[src/rtl/pulse_flasher_pkg.sv]
`default_nettype none
// ============================================================================
// Module      : pulse_flasher_pkg
// Description : Shared definitions for the pulse_flasher block: FSM state
//               encoding, board-clock derived default flash timings and
//               small constant helpers used to size the flash timer.
// Revision    : 1.0 - initial release
// ============================================================================
package pulse_flasher_pkg;

  // FSM state encoding (2-bit; encoding 3 is unreachable and recovers to IDLE)
  typedef enum logic [1:0] {
    ST_IDLE = 2'd0,
    ST_ON   = 2'd1,
    ST_GAP  = 2'd2
  } state_t;

  // Default timings assume the 50 MHz board clock: 0.5 s on, 0.25 s gap.
  localparam int c_board_clk_hz       = 50_000_000;
  localparam int c_default_on_cycles  = c_board_clk_hz / 2;
  localparam int c_default_gap_cycles = c_board_clk_hz / 4;

  function automatic int max_int(input int a, input int b);
    return (a > b) ? a : b;
  endfunction

  // Bits needed to hold values 0 .. n-1 (never less than one bit).
  function automatic int timer_width(input int n);
    return (n <= 2) ? 1 : $clog2(n);
  endfunction

endpackage : pulse_flasher_pkg
`default_nettype wire

[src/rtl/pulse_flasher_flash_timer.sv]
`default_nettype none
// ============================================================================
// Module      : pulse_flasher_flash_timer
// Description : Loadable down-counter shared by the ON and GAP phases of
//               pulse_flasher. Load has priority over decrement; the counter
//               holds at zero rather than wrapping.
// Ports       : clk      - system clock
//               rst      - synchronous active-high reset (count -> 0)
//               load     - load enable
//               load_val - value loaded when load is high
//               dec      - decrement enable
//               zero     - high while the count is zero
// Revision    : 1.0 - initial release
// ============================================================================
module pulse_flasher_flash_timer #(
  parameter int WIDTH = 1
) (
  input  logic             clk,
  input  logic             rst,
  input  logic             load,
  input  logic [WIDTH-1:0] load_val,
  input  logic             dec,
  output logic             zero
);

  localparam logic [WIDTH-1:0] c_one = WIDTH'(1);

  logic [WIDTH-1:0] r_count;

  always_ff @(posedge clk) begin
    if (rst) begin
      r_count <= '0;
    end else if (load) begin
      r_count <= load_val;
    end else if (dec && (r_count != '0)) begin
      r_count <= r_count - c_one;
    end
  end

  assign zero = (r_count == '0);

endmodule : pulse_flasher_flash_timer
`default_nettype wire

[src/rtl/pulse_flasher.sv]
`default_nettype none
// ============================================================================
// Module      : pulse_flasher
// Description : Converts single-cycle event pulses into evenly spaced LED
//               flashes, one flash per pulse. Pulses arriving while a flash
//               or gap is in progress are queued in a saturating counter;
//               a pulse that finds the queue full sets a sticky Overflow.
// Ports       : clk          - system clock
//               rst          - synchronous active-high reset
//               PulseIn      - single-cycle event input
//               LedOut       - registered flash output (active-high)
//               Busy         - registered, high while in ON or GAP
//               PendingCount - registered count of queued, unserved pulses
//               Overflow     - sticky, set when a pulse is dropped
// Revision    : 1.0 - initial release
// ============================================================================
module pulse_flasher
  import pulse_flasher_pkg::*;
#(
  parameter int ON_CYCLES   = c_default_on_cycles,
  parameter int GAP_CYCLES  = c_default_gap_cycles,
  parameter int MAX_PENDING = 7,
  parameter int PEND_W      = 3
) (
  input  logic              clk,
  input  logic              rst,
  input  logic              PulseIn,
  output logic              LedOut,
  output logic              Busy,
  output logic [PEND_W-1:0] PendingCount,
  output logic              Overflow
);

  // One timer serves both phases, so it is sized for the longer of the two.
  localparam int c_timer_w = timer_width(max_int(ON_CYCLES, GAP_CYCLES));

  localparam logic [c_timer_w-1:0] c_on_load  = c_timer_w'(ON_CYCLES - 1);
  localparam logic [c_timer_w-1:0] c_gap_load = c_timer_w'(GAP_CYCLES - 1);
  localparam logic [PEND_W-1:0]    c_max_pend = PEND_W'(MAX_PENDING);
  localparam logic [PEND_W-1:0]    c_pend_one = PEND_W'(1);

  // Registered state and outputs
  state_t            r_state;
  logic              r_led;
  logic              r_busy;
  logic [PEND_W-1:0] r_pend;
  logic              r_ovf;

  // Next-state / control
  state_t                 w_state_nxt;
  logic                   w_led_nxt;
  logic                   w_busy_nxt;
  logic [PEND_W-1:0]      w_pend_nxt;
  logic                   w_ovf_nxt;
  logic                   w_enqueue;
  logic                   w_tmr_load;
  logic [c_timer_w-1:0]   w_tmr_val;
  logic                   w_tmr_dec;
  logic                   w_tmr_zero;

  pulse_flasher_flash_timer #(
    .WIDTH (c_timer_w)
  ) u_flash_timer (
    .clk      (clk),
    .rst      (rst),
    .load     (w_tmr_load),
    .load_val (w_tmr_val),
    .dec      (w_tmr_dec),
    .zero     (w_tmr_zero)
  );

  // --------------------------------------------------------------------------
  // Next-state and output-next logic
  // --------------------------------------------------------------------------
  always_comb begin
    w_state_nxt = r_state;
    w_pend_nxt  = r_pend;
    w_ovf_nxt   = r_ovf;
    w_enqueue   = 1'b0;
    w_tmr_load  = 1'b0;
    w_tmr_val   = '0;
    w_tmr_dec   = 1'b0;

    case (r_state)
      ST_IDLE: begin
        // Pulse is served immediately; the queue is untouched.
        if (PulseIn) begin
          w_state_nxt = ST_ON;
          w_tmr_load  = 1'b1;
          w_tmr_val   = c_on_load;
        end
      end

      ST_ON: begin
        w_enqueue = PulseIn;
        if (w_tmr_zero) begin
          w_state_nxt = ST_GAP;
          w_tmr_load  = 1'b1;
          w_tmr_val   = c_gap_load;
        end else begin
          w_tmr_dec = 1'b1;
        end
      end

      ST_GAP: begin
        if (!w_tmr_zero) begin
          w_tmr_dec = 1'b1;
          w_enqueue = PulseIn;
        end else if (r_pend != '0) begin
          // Serve the oldest queued pulse; a simultaneous new pulse takes
          // its place in the queue, leaving the count unchanged.
          w_state_nxt = ST_ON;
          w_tmr_load  = 1'b1;
          w_tmr_val   = c_on_load;
          if (!PulseIn) begin
            w_pend_nxt = r_pend - c_pend_one;
          end
        end else if (PulseIn) begin
          // Empty queue: the terminal-cycle pulse starts the next flash
          // directly, with no IDLE cycle in between.
          w_state_nxt = ST_ON;
          w_tmr_load  = 1'b1;
          w_tmr_val   = c_on_load;
        end else begin
          w_state_nxt = ST_IDLE;
        end
      end

      default: begin
        w_state_nxt = ST_IDLE;
      end
    endcase

    if (w_enqueue) begin
      if (r_pend < c_max_pend) begin
        w_pend_nxt = r_pend + c_pend_one;
      end else begin
        w_ovf_nxt = 1'b1;
      end
    end
  end

  // Outputs are derived from the next state so they are registered in
  // lockstep with the state register.
  assign w_led_nxt  = (w_state_nxt == ST_ON);
  assign w_busy_nxt = (w_state_nxt != ST_IDLE);

  // --------------------------------------------------------------------------
  // State and output registers
  // --------------------------------------------------------------------------
  always_ff @(posedge clk) begin
    if (rst) begin
      r_state <= ST_IDLE;
      r_led   <= 1'b0;
      r_busy  <= 1'b0;
      r_pend  <= '0;
      r_ovf   <= 1'b0;
    end else begin
      r_state <= w_state_nxt;
      r_led   <= w_led_nxt;
      r_busy  <= w_busy_nxt;
      r_pend  <= w_pend_nxt;
      r_ovf   <= w_ovf_nxt;
    end
  end

  assign LedOut       = r_led;
  assign Busy         = r_busy;
  assign PendingCount = r_pend;
  assign Overflow     = r_ovf;

endmodule : pulse_flasher
`default_nettype wire

[config.mk]
export PLATFORM = sky130hd
export DESIGN_NAME = pulse_flasher
export DESIGN_NICKNAME = d
export VERILOG_FILES = /design/src/rtl/pulse_flasher_pkg.sv /design/src/rtl/pulse_flasher_flash_timer.sv /design/src/rtl/pulse_flasher.sv
export SDC_FILE = /design/constraint.sdc
export NUM_CORES = 1
export LEC_CHECK = 0
export ABC_AREA = 0
export CAP_MARGIN = 20
export CORE_MARGIN = 3
export CORE_UTILIZATION = 50
export DETAILED_ROUTE_END_ITERATION = 10
export PLACE_DENSITY = 0.68
export SETUP_SLACK_MARGIN = 0.02
export SLEW_MARGIN = 25
export SYNTH_ARGS = -nofsm -noshare
export SYNTH_HDL_FRONTEND = slang
export SYNTH_SLANG_ARGS = --single-unit
[constraint.sdc]
create_clock -name clk -period 3 [get_ports clk]
set_input_delay 0.6 -clock clk [delete_from_list [all_inputs] [get_ports clk]]
set_output_delay 0.6 -clock clk [all_outputs]
set_load 0.005 [all_outputs]
==> flow_summary.yaml, run 1 <==
run_status:
  run_status: "finished, final reports clean"
floorplanning:
  number_of_standard_cell_rows_in_the_floorplan: 21
  die_area_sq_um: 4654
  die_w_um: 68.22
  core_sq_um: 3521
  initial_core_util_pct: 54.98
  chipHeight_um: 68.22
  io_pins: 9
finish:
  n_fill_cell: 321
  syn_to_final_growth_pct: 10.92
  fin_area_sq_um: 2147
  antenna-diode-count: 0
  final_net_count: 249
  proportion_of_layout_cells_with_a_drive_suffix_above_1_pct: 9.244
  layout.cells.non_filler: 284
clocking:
  cts_post_setup_buffers_inserted: 0
  clk-insertion-delay-late_ns: 0.29
  root_buffer: "sky130_fd_sc_hd__clkbuf_8"
  clock_sinks: 33
  ctsLongestPathBuffers: 2
  clkSlewWorstSetupHoldPaths_ns: 0.06
  post_cts_hold_buffer_count: 0
  post_cts_resized: 0
  inserted_clock_buffers: 5
  cts_tree: "yes"
  htreeDepth: 2
place:
  io_buffer_count: 8
  postPlaceCellArea_sq_um: 2061
  placement.setup.worst_slack_ns: 0.3676
  dp_hpwl_um: 3279
  count_of_placed_standard_cells_including_taps: 277
  finalWeightedCongestion: 0.9001
timing:
  fin_worst_skew_ns: 0.007081
  setup_viol: 0
  tightestPinTransition_ns: 0.6325
  rsz0062_at_grt: "no"
  final_worst_path_cycle_share_pct: 84.87
  setup_total_negative_slack_ns: 0
  hold_viol_final: 0
  slew_viol_final: 0
  max-slew-margin-rel_pct: 57.44
  fin_crit_ns: 2.546
  setup_ws_ns: 0.4538
  max_freq_mhz: 392.7
setup_path:
  timing.critical_path.arrival_ns: 2.77
  worstReg2RegStart: "u_flash_timer.r_count[0]$_SDFFE_PP0P_"
  worst_r2r_path_depth: 8
  worstSetupEndpointType: "register"
  worst_ep_required_time_ns: 3.22
  critPathLaunchType: "register"
  minimum_setup_slack_among_reg_to_reg_paths_ns: 0.45
  timing_worst_setup_path_type: "register to register"
  worst-path-max-fanout: 15
  r2r-end: "u_flash_timer.r_count[15]$_SDFFE_PP0P_"
routing:
  drc_errors: 0
  firstDrtPassIters: 5
  via_count: 1754
  wl_per_cell_um: 15.86
  dr.first_iter.drc_count: 83
  vias_per_cell: 6.176
  drt_wl_total_um: 4504
  antenna_violating_nets_post_route: 0
synthesis:
  post_synth_most_frequent_cells: "sky130_fd_sc_hd__dfxtp_1 (33), sky130_fd_sc_hd__a21oi_1 (26), sky130_fd_sc_hd__nand2_1 (16)"
  synth_edf_count: 0
  synthMostInstantiatedCell: "sky130_fd_sc_hd__dfxtp_1"
  synth_largest_area_cell: "sky130_fd_sc_hd__dfxtp_1"
  syn-instance-count: 227
  postSynth.topFlopCell: "sky130_fd_sc_hd__dfxtp_1"
  synth.yosys.warnings: 0
  ys_ff_latch: 33
  synth_area_leaders: "sky130_fd_sc_hd__dfxtp_1 (34%), sky130_fd_sc_hd__a21oi_1 (6.7%), sky130_fd_sc_hd__ha_1 (5.2%), sky130_fd_sc_hd__xor2_1 (4.5%), sky130_fd_sc_hd__nor4_4 (3.3%)"
  netlist_area_sq_um: 1936
  syn-num-nets: 238
  ys_types: 53
  yosys.area.top_type_share_pct: 34.13
  async_flop_share_pct: 0
  synth_seq_area_share_pct: 34.13
  mapped_avg_cell_area_sq_um: 8.527
worst_hold_path:
  holdPathEnd: "Overflow$_SDFFE_PP0P_"
  timing.hold.worst.class: "register to register"
  startpoint_of_the_lowest_slack_hold_path: "Overflow$_SDFFE_PP0P_"
  whs_path_depth: 2
global_route:
  grt_overflow: 0
  number_of_antenna_violations_at_the_first_check_in_global_routing: 0
  maximum_number_of_pins_on_one_net_before_global_route_repair: 27
  grt_first_pass_wirelength_um: 7672
  grt_use_total_pct: 22.34
  first_global_vias: 1674
pwr:
  power_density_nw_per_um2: 635.1
  cellLeakagePower_uw: 0.0007775
  power.share.clock_pct: 25.0
  ir_drop_v: 0.0002881
  p_int_uw: 859.2
  p_comb_share_pct: 33.5
  netSwitchingFraction_pct: 36.99
  p_seq_share_pct: 41.6
  switching_power_uw: 504.3
job:
  drv.max_cap_violation_count: 0
==> placed cells by master, fill, tap and decap left out, drive strengths merged, types with 3 or more instances in the layout <==
cell           count
dfxtp             33
a21oi             27
nand2             16
inv               13
nor2              13
nor4              12
nor3              10
xor2              10
o21ai              9
nand3              8
ha                 8
clkdlybuf4s50      8
clkbuf             7
xnor2              5
or4                5
nand4b             4
a21o               4
nand4              4
nand2b             3
a31oi              3
a211oi             3
or3                3
buf                3
==> flip-flops by register name, summed over array words and instances (netlist names) <==
name                   flops
u_flash_timer.r_count     25
Overflow                   1
PendingCount               3
Busy                       1
r_state                    2
LedOut                     1
==> per-stage QoR <==
stage	hold WS (ns)	total power (uW)	utilization [%]
2_1_floorplan	0.4543	919.2	-
3_5_place_dp	0.4698	1026	58.53
5_1_grt	0.5139	1448	60.98
6_report	0.4888	1364	60.98
4_1_cts	0.4895	1363	60.98
3_3_place_gp	0.4581	1007	58.53
==> power by group through the flow <==
stage	clock network (uW)	logic (uW)	registers, uW
2_1_floorplan	0	360	559
3_3_place_gp	0	437	570
3_5_place_dp	0	452	575
4_1_cts	344	454	565
5_1_grt	361	512	575
6_report	341	456	567
==> worst max path at each step <==
stage | end | slack (ns) | cells past startpoint | startpoint
final | u_flash_timer.r_count[15]$_SDFFE_PP0P_ | 0.45 | 8 | u_flash_timer.r_count[0]$_SDFFE_PP0P_
after CTS | u_flash_timer.r_count[15]$_SDFFE_PP0P_ | 0.44 | 8 | u_flash_timer.r_count[0]$_SDFFE_PP0P_
after global placement | u_flash_timer.r_count[15]$_SDFFE_PP0P_ | 0.44 | 6 | PulseIn
after floorplan | u_flash_timer.r_count[15]$_SDFFE_PP0P_ | 0.87 | 8 | u_flash_timer.r_count[0]$_SDFFE_PP0P_
after global routing | u_flash_timer.r_count[24]$_SDFFE_PP0P_ | 0.17 | 8 | u_flash_timer.r_count[0]$_SDFFE_PP0P_
after detailed placement | u_flash_timer.r_count[15]$_SDFFE_PP0P_ | 0.37 | 6 | PulseIn
==> kinds of logic (layout without fill, tap and decap cells) <==
group	count (synthesis)	in the layout	share of synthesized area [%]
compound gates	61	61	20.10
xor+xnor	15	15	6.787
fa+ha+maj	8	8	5.172
buf+inv	20	31	4.330
flops	33	33	34.13
mux	1	1	0.5172
simple gates	89	89	28.96
==> metal layers <==
layer  track usage (%)  vias to the layer above  wire [um]  share of wire [%]
li1                  -                      863          -                  -
met1             28.44                      846       2066                 46
met2             35.86                       39       2143                 48
met3             6.732                        6        238                5.3
met4             7.444                        0         56                1.2
met5                 0                        -          0                  0
==> critical path: stages, from the launching register on <==
cell,delay [ns]
sky130_fd_sc_hd__dfxtp_1,0.34
sky130_fd_sc_hd__inv_1,0.07
sky130_fd_sc_hd__ha_1,0.18
sky130_fd_sc_hd__nor3b_1,0.40
sky130_fd_sc_hd__nand4_2,0.32
sky130_fd_sc_hd__o21ai_2,0.27
sky130_fd_sc_hd__a21oi_2,0.20
sky130_fd_sc_hd__or4b_1,0.53
sky130_fd_sc_hd__a31oi_1,0.17
==> final cells by class <==
class	instances	area, sq um	share of cell area (%)
flip-flops and latches	33	660.6	30.77
repair buffers	11	102.6	4.779
inverters	13	48.80	2.273
clock buffers	7	86.33	4.021
multi-input cells	174	1191	55.48
well taps	46	57.56	2.681
Power figures use the tool's default switching activity.
==> run 2, diff against run 1 <==
--- a/config.mk
+++ b/config.mk
@@ -10,7 +10,7 @@
 export CORE_MARGIN = 3
 export CORE_UTILIZATION = 50
 export DETAILED_ROUTE_END_ITERATION = 10
-export PLACE_DENSITY = 0.68
+export PLACE_DENSITY = 0.71
 export SETUP_SLACK_MARGIN = 0.02
 export SLEW_MARGIN = 25
 export SYNTH_ARGS = -nofsm -noshare
==> constraint.sdc (replaced) <==
create_clock -name clk -period 2.1 [get_ports clk]
set_input_delay 0.42 -clock clk [delete_from_list [all_inputs] [get_ports clk]]
set_output_delay 0.42 -clock clk [all_outputs]
set_load 0.005 [all_outputs]
==> run 2 against run 1 <==
Against the previous run:
- count of clock-buffer cells in the layout is 1 lower
- critical path type unchanged
- non-clock buffer count is 53 higher
- flip-flop and latch count stayed put
- the flow now finishes with violations (setup timing)
==> flow_summary.yaml, run 2 (synthesis results as in run 1) <==
routing:
  drc_errors: 0
  via_count: 2027
  wl_per_cell_um: 17.11
  firstDrtPassIters: 4
  dr.first_iter.drc_count: 169
  drt_wl_total_um: 5782
  vias_per_cell: 5.997
  antenna_violating_nets_post_route: 0
job:
  drv.max_cap_violation_count: 0
pwr:
  power.share.clock_pct: 18.7
  p_int_uw: 1548
  cellLeakagePower_uw: 0.001081
  ir_drop_v: 0.0005939
  power_density_nw_per_um2: 900.6
  switching_power_uw: 956.5
  p_comb_share_pct: 49.3
  p_seq_share_pct: 32.1
  netSwitchingFraction_pct: 38.19
worst_hold_path:
  timing.hold.worst.class: "register to register"
  startpoint_of_the_lowest_slack_hold_path: "Overflow$_SDFFE_PP0P_"
  holdPathEnd: "Overflow$_SDFFE_PP0P_"
  whs_path_depth: 2
run_status:
  violations_in_the_final_reports: "setup timing"
  run_status: "finished with violations"
setup_path:
  timing_worst_setup_path_type: "register to register"
  minimum_setup_slack_among_reg_to_reg_paths_ns: -0.04
  worstReg2RegStart: "u_flash_timer.r_count[1]$_SDFFE_PP0P_"
  worst_ep_required_time_ns: 2.30
  timing.critical_path.arrival_ns: 2.34
  r2r-end: "u_flash_timer.r_count[10]$_SDFFE_PP0P_"
  timing.critical_path.from: "u_flash_timer.r_count[1]$_SDFFE_PP0P_"
  critPathLaunchType: "register"
  worstSetupEndpointType: "register"
  worst_r2r_path_depth: 11
  worst-path-max-fanout: 6
clocking:
  clkSlewWorstSetupHoldPaths_ns: 0.07
  post_cts_hold_buffer_count: 0
  clock_sinks: 33
  inserted_clock_buffers: 5
  cts_tree: "yes"
  root_buffer: "sky130_fd_sc_hd__clkbuf_8"
  ctsLongestPathBuffers: 2
  htreeDepth: 2
  clk-insertion-delay-late_ns: 0.29
finish:
  largest_register_ff_count: 25
  mostFrequentLayoutCell: "sky130_fd_sc_hd__buf_4"
  antenna-diode-count: 0
  syn_to_final_growth_pct: 43.70
  most_frequent_cells_in_the_layout: "sky130_fd_sc_hd__buf_4 (49), sky130_fd_sc_hd__dfxtp_1 (29), sky130_fd_sc_hd__a21oi_1 (24)"
  fin_area_sq_um: 2781
  largest-register: "u_flash_timer.r_count"
  final_net_count: 302
  proportion_of_layout_cells_with_a_drive_suffix_above_1_pct: 36.30
timing:
  max-slew-margin-rel_pct: 65.29
  tightestPinTransition_ns: 0.5188
  setup_ws_ns: -0.03869
  setup_viol: 1
  rsz0062_at_grt: "yes"
  hold_viol_final: 0
  fin_crit_ns: 2.139
  fin_worst_skew_ns: 0.005900
  slew_viol_final: 0
  final_worst_path_cycle_share_pct: 101.8
  max_freq_mhz: 467.6
floorplanning:
  die_w_um: 68.22
  chipHeight_um: 68.22
  io_pins: 9
  number_of_standard_cell_rows_in_the_floorplan: 21
  die_area_sq_um: 4654
  core_sq_um: 3521
  initial_core_util_pct: 54.98
place:
  io_buffer_count: 8
  dp_hpwl_um: 3629
  finalWeightedCongestion: 0.8508
  placement.setup.worst_slack_ns: -0.1292
  postPlaceCellArea_sq_um: 2374
global_route:
  grt_use_total_pct: 24.47
  grt_first_pass_wirelength_um: 8493
  first_global_vias: 1849
  number_of_antenna_violations_at_the_first_check_in_global_routing: 0
  maximum_number_of_pins_on_one_net_before_global_route_repair: 22
  grt_overflow: 0
-- run 2: cell types whose count changed in the layout (fill, tap and decap cells not counted), sizes merged --
cell	before	now
buf	3	56
clkinv	0	2
clkbuf	7	6
-- run 2: worst max-delay path by stage --
stage                                             end  cells past startpoint
4_1_cts        u_flash_timer.r_count[10]$_SDFFE_PP0P_                     10
6_report       u_flash_timer.r_count[10]$_SDFFE_PP0P_                     11
5_1_grt         u_flash_timer.r_count[6]$_SDFFE_PP0P_                      8
2_1_floorplan  u_flash_timer.r_count[15]$_SDFFE_PP0P_                      8
3_5_place_dp   u_flash_timer.r_count[22]$_SDFFE_PP0P_                      8
3_3_place_gp   u_flash_timer.r_count[15]$_SDFFE_PP0P_                      6
-- run 2: timing repair --
item	in CTS	in global routing
pin swaps	1	10
gates cloned	0	0
buffers inserted	5	8
setup endpoints to repair	9	24
gates resized for setup	14	39
-- run 2: layer usage --
metal,vias to the layer above,routed length [um],global-route usage [%]
li1,966,-,-
met1,984,2472,31.16
met2,64,2883,41.40
met3,13,310,4.433
met5,-,0,0
met4,0,114,8.189
-- run 2: critical path, stage by stage (launching register included) --
cell and delay, ns:
sky130_fd_sc_hd__dfxtp_2 0.32, sky130_fd_sc_hd__inv_2 0.07, sky130_fd_sc_hd__ha_4 0.13, sky130_fd_sc_hd__nor3b_4 0.31, sky130_fd_sc_hd__buf_6 0.17, sky130_fd_sc_hd__nand2_8 0.07, sky130_fd_sc_hd__buf_6 0.12, sky130_fd_sc_hd__or3_4 0.35
sky130_fd_sc_hd__buf_6 0.14, sky130_fd_sc_hd__nor2_4 0.07, sky130_fd_sc_hd__a21oi_2 0.05, sky130_fd_sc_hd__o32ai_1 0.24
-- run 2: power groups by stage --
stage | Clock (uW) | Combinational (uW) | Sequential [uW]
after global placement | 0 | 846 | 797
after CTS | 470 | 991 | 790
after floorplan | 0 | 516 | 800
after detailed placement | 0 | 865 | 800
final | 468 | 1230 | 803
after global routing | 493 | 1320 | 810
-- run 2: cell type report --
cell class                      count  area, sq um
Sequential cell                    33        665.6
Clock buffer                        6        72.57
Tap cell                           46        57.56
Inverter                           13        48.80
Timing Repair Buffer               64        526.8
Clock inverter                      2        10.01
Multi-Input combinational cell    174         1400
Fill cell                         240        739.5
-- run 2: stage by stage --
step           std cells  hold slack, ns   TNS, ns  utilization (%)  total power [uW]
3_3_place_gp         318          0.4657   -0.1091            67.41              1643
4_1_cts              331          0.4928         0            72.92              2251
3_5_place_dp         318          0.4742   -0.3893            67.41              1665
2_1_floorplan        227          0.4543         0                -              1317
5_1_grt              338          0.5224    -1.237            79.00              2623
6_report             338          0.4995  -0.03869            79.00              2505
==> run 3, diff against run 2 <==
--- a/config.mk
+++ b/config.mk
@@ -9,8 +9,9 @@
 export CAP_MARGIN = 20
 export CORE_MARGIN = 3
 export CORE_UTILIZATION = 50
+export CTS_BUF_LIST = sky130_fd_sc_hd__clkbuf_4
 export DETAILED_ROUTE_END_ITERATION = 10
-export PLACE_DENSITY = 0.71
+export PLACE_DENSITY = 0.68
 export SETUP_SLACK_MARGIN = 0.02
 export SLEW_MARGIN = 25
 export SYNTH_ARGS = -nofsm -noshare
==> constraint.sdc (replaced) <==
create_clock -name clk -period 2.4 [get_ports clk]
set_input_delay 0.48 -clock clk [delete_from_list [all_inputs] [get_ports clk]]
set_output_delay 0.48 -clock clk [all_outputs]
set_load 0.005 [all_outputs]
==> run 3 against run 2 <==
Against the previous run:
- the run now ends clean
- sequential power down 12%
- worst setup slack better by 0.13 ns
- cell count down 11%
- via count down 9.3%
- global-route usage down 1.5 points
- non-clock buffer count down 37
- critical endpoint is now PendingCount[2]$_SDFF_PP0_
- largest power group unchanged
==> flow_summary.yaml, run 3 (synthesis results as in run 1) <==
setup_path:
  worst_ep_required_time_ns: 2.64
  timing.critical_path.from: "u_flash_timer.r_count[16]$_SDFFE_PP0P_"
  minimum_setup_slack_among_reg_to_reg_paths_ns: 0.09
  timing_worst_setup_path_type: "register to register"
  worst_r2r_path_depth: 8
  worstSetupEndpointType: "register"
  r2r-end: "PendingCount[2]$_SDFF_PP0_"
  critPathLaunchType: "register"
  timing.critical_path.arrival_ns: 2.55
  worstReg2RegStart: "u_flash_timer.r_count[16]$_SDFFE_PP0P_"
  worst-path-max-fanout: 5
  worstSetupEndpoint: "PendingCount[2]$_SDFF_PP0_"
timing:
  final_worst_path_cycle_share_pct: 96.15
  max_freq_mhz: 433.4
  hold_viol_final: 0
  tightestPinTransition_ns: 0.4913
  rsz0062_at_grt: "yes"
  max-slew-margin-rel_pct: 67.13
  fin_worst_skew_ns: 0.008934
  setup_ws_ns: 0.09252
  slew_viol_final: 0
  fin_crit_ns: 2.307
  setup_viol: 0
routing:
  antenna_violating_nets_post_route: 0
  wl_per_cell_um: 16.15
  drt_wl_total_um: 4845
  dr.first_iter.drc_count: 113
  via_count: 1839
  vias_per_cell: 6.130
  firstDrtPassIters: 4
  drc_errors: 0
finish:
  proportion_of_layout_cells_with_a_drive_suffix_above_1_pct: 16.93
  final_net_count: 265
  largest-register: "u_flash_timer.r_count"
  utilization_pct: 65.21
  most_frequent_cells_in_the_layout: "sky130_fd_sc_hd__dfxtp_1 (33), sky130_fd_sc_hd__a21oi_1 (26), sky130_fd_sc_hd__buf_4 (18)"
  layout.cells.non_filler: 300
  largest_register_ff_count: 25
  n_fill_cell: 302
  mostFrequentLayoutCell: "sky130_fd_sc_hd__dfxtp_1"
  fin_area_sq_um: 2296
  syn_to_final_growth_pct: 18.62
  antenna-diode-count: 0
global_route:
  number_of_antenna_violations_at_the_first_check_in_global_routing: 0
  maximum_number_of_pins_on_one_net_before_global_route_repair: 24
  grt_overflow: 0
  grt_use_total_pct: 22.93
  first_global_vias: 1787
  grt_first_pass_wirelength_um: 7948
floorplanning:
  io_pins: 9
  initial_core_util_pct: 54.98
  die_area_sq_um: 4654
  number_of_standard_cell_rows_in_the_floorplan: 21
  die_w_um: 68.22
  core_sq_um: 3521
  chipHeight_um: 68.22
place:
  io_buffer_count: 8
  placement.setup.worst_slack_ns: -0.1441
  count_of_placed_standard_cells_including_taps: 291
  finalWeightedCongestion: 0.8564
  postPlaceCellArea_sq_um: 2178
  dp_hpwl_um: 3502
pwr:
  cellLeakagePower_uw: 0.0008506
  power_uw: 1721
  power_density_nw_per_um2: 749.6
  ir_drop_v: 0.0004310
run_status:
  run_status: "finished, final reports clean"
clocking:
  root_buffer: "sky130_fd_sc_hd__clkbuf_4"
  htreeDepth: 2
  post_cts_hold_buffer_count: 0
  clk-insertion-delay-late_ns: 0.33
  cts_tree: "yes"
  clkSlewWorstSetupHoldPaths_ns: 0.09
  clock_sinks: 33
  ctsLongestPathBuffers: 2
  inserted_clock_buffers: 5
worst_hold_path:
  timing.hold.worst.class: "register to register"
job:
  drv.max_cap_violation_count: 0
## run 3: changes by cell type in the layout (fill, tap and decap cells not counted), moves of 3 or more
cell	before	now
sky130_fd_sc_hd__clkbuf_4	0	6
sky130_fd_sc_hd__buf_4	49	18
sky130_fd_sc_hd__dfxtp_1	29	33
sky130_fd_sc_hd__nor4_1	3	7
sky130_fd_sc_hd__buf_6	7	0
sky130_fd_sc_hd__dfxtp_2	4	0
sky130_fd_sc_hd__clkbuf_8	5	0
sky130_fd_sc_hd__nor4_4	6	3
## run 3: power breakdown
part           internal (uW)  total [uW]  switching, uW
Clock                    118         289            172
Sequential               619         710           91.4
Combinational            320         721            402
## run 3: metrics by stage
| stage | hold WS (ns) | setup TNS [ns] |
|---|---|---|
| after floorplan | 0.4543 | 0 |
| after global placement | 0.4632 | 0 |
| after detailed placement | 0.4649 | -0.6790 |
| after CTS | 0.4988 | 0 |
| after global routing | 0.5465 | 0 |
| final | 0.4918 | 0 |
## run 3: routing by layer
metal  track usage (%)  up-vias  wire length [um]
li1                  -      896                 -
met4             10.92        0                99
met1             27.44      881              2162
met5                 0        -                 0
met2             38.63       51              2381
met3             5.090       11               201
## run 3: worst min-delay path by stage
stage | start | endpoint | slack (ns) | depth (start not counted)
2_1_floorplan | u_flash_timer.r_count[24]$_SDFFE_PP0P_ | u_flash_timer.r_count[24]$_SDFFE_PP0P_ | 0.45 | 2
3_3_place_gp | Overflow$_SDFFE_PP0P_ | Overflow$_SDFFE_PP0P_ | 0.46 | 2
3_5_place_dp | Overflow$_SDFFE_PP0P_ | Overflow$_SDFFE_PP0P_ | 0.46 | 2
4_1_cts | Overflow$_SDFFE_PP0P_ | Overflow$_SDFFE_PP0P_ | 0.50 | 2
5_1_grt | Overflow$_SDFFE_PP0P_ | Overflow$_SDFFE_PP0P_ | 0.55 | 2
6_report | Overflow$_SDFFE_PP0P_ | Overflow$_SDFFE_PP0P_ | 0.49 | 2
## run 3: timing repair
item	CTS	global route
buffers inserted	0	2
pin swaps	0	1
endpoints found under the setup margin	12	12
cloned	0	0
gates resized for setup	1	9
## run 3: critical path: stages, from the launching register on
cell	delay, ns
sky130_fd_sc_hd__dfxtp_1	0.38
sky130_fd_sc_hd__nor4_1	0.29
sky130_fd_sc_hd__buf_4	0.18
sky130_fd_sc_hd__nand4b_1	0.27
sky130_fd_sc_hd__buf_4	0.25
sky130_fd_sc_hd__o21ai_1	0.24
sky130_fd_sc_hd__a211oi_2	0.16
sky130_fd_sc_hd__a32o_1	0.22
sky130_fd_sc_hd__a211oi_1	0.22
## run 3: cell type report
type | count | area (sq um) | share of cell area, %
clock buffer | 6 | 45.04 | 1.962
clock inverter | 1 | 3.754 | 0.1635
timing repair buffer | 27 | 235.2 | 10.25
sequential | 33 | 660.6 | 28.77
tap | 46 | 57.56 | 2.507
multi-input combinational | 174 | 1245 | 54.22
inverter | 13 | 48.80 | 2.125
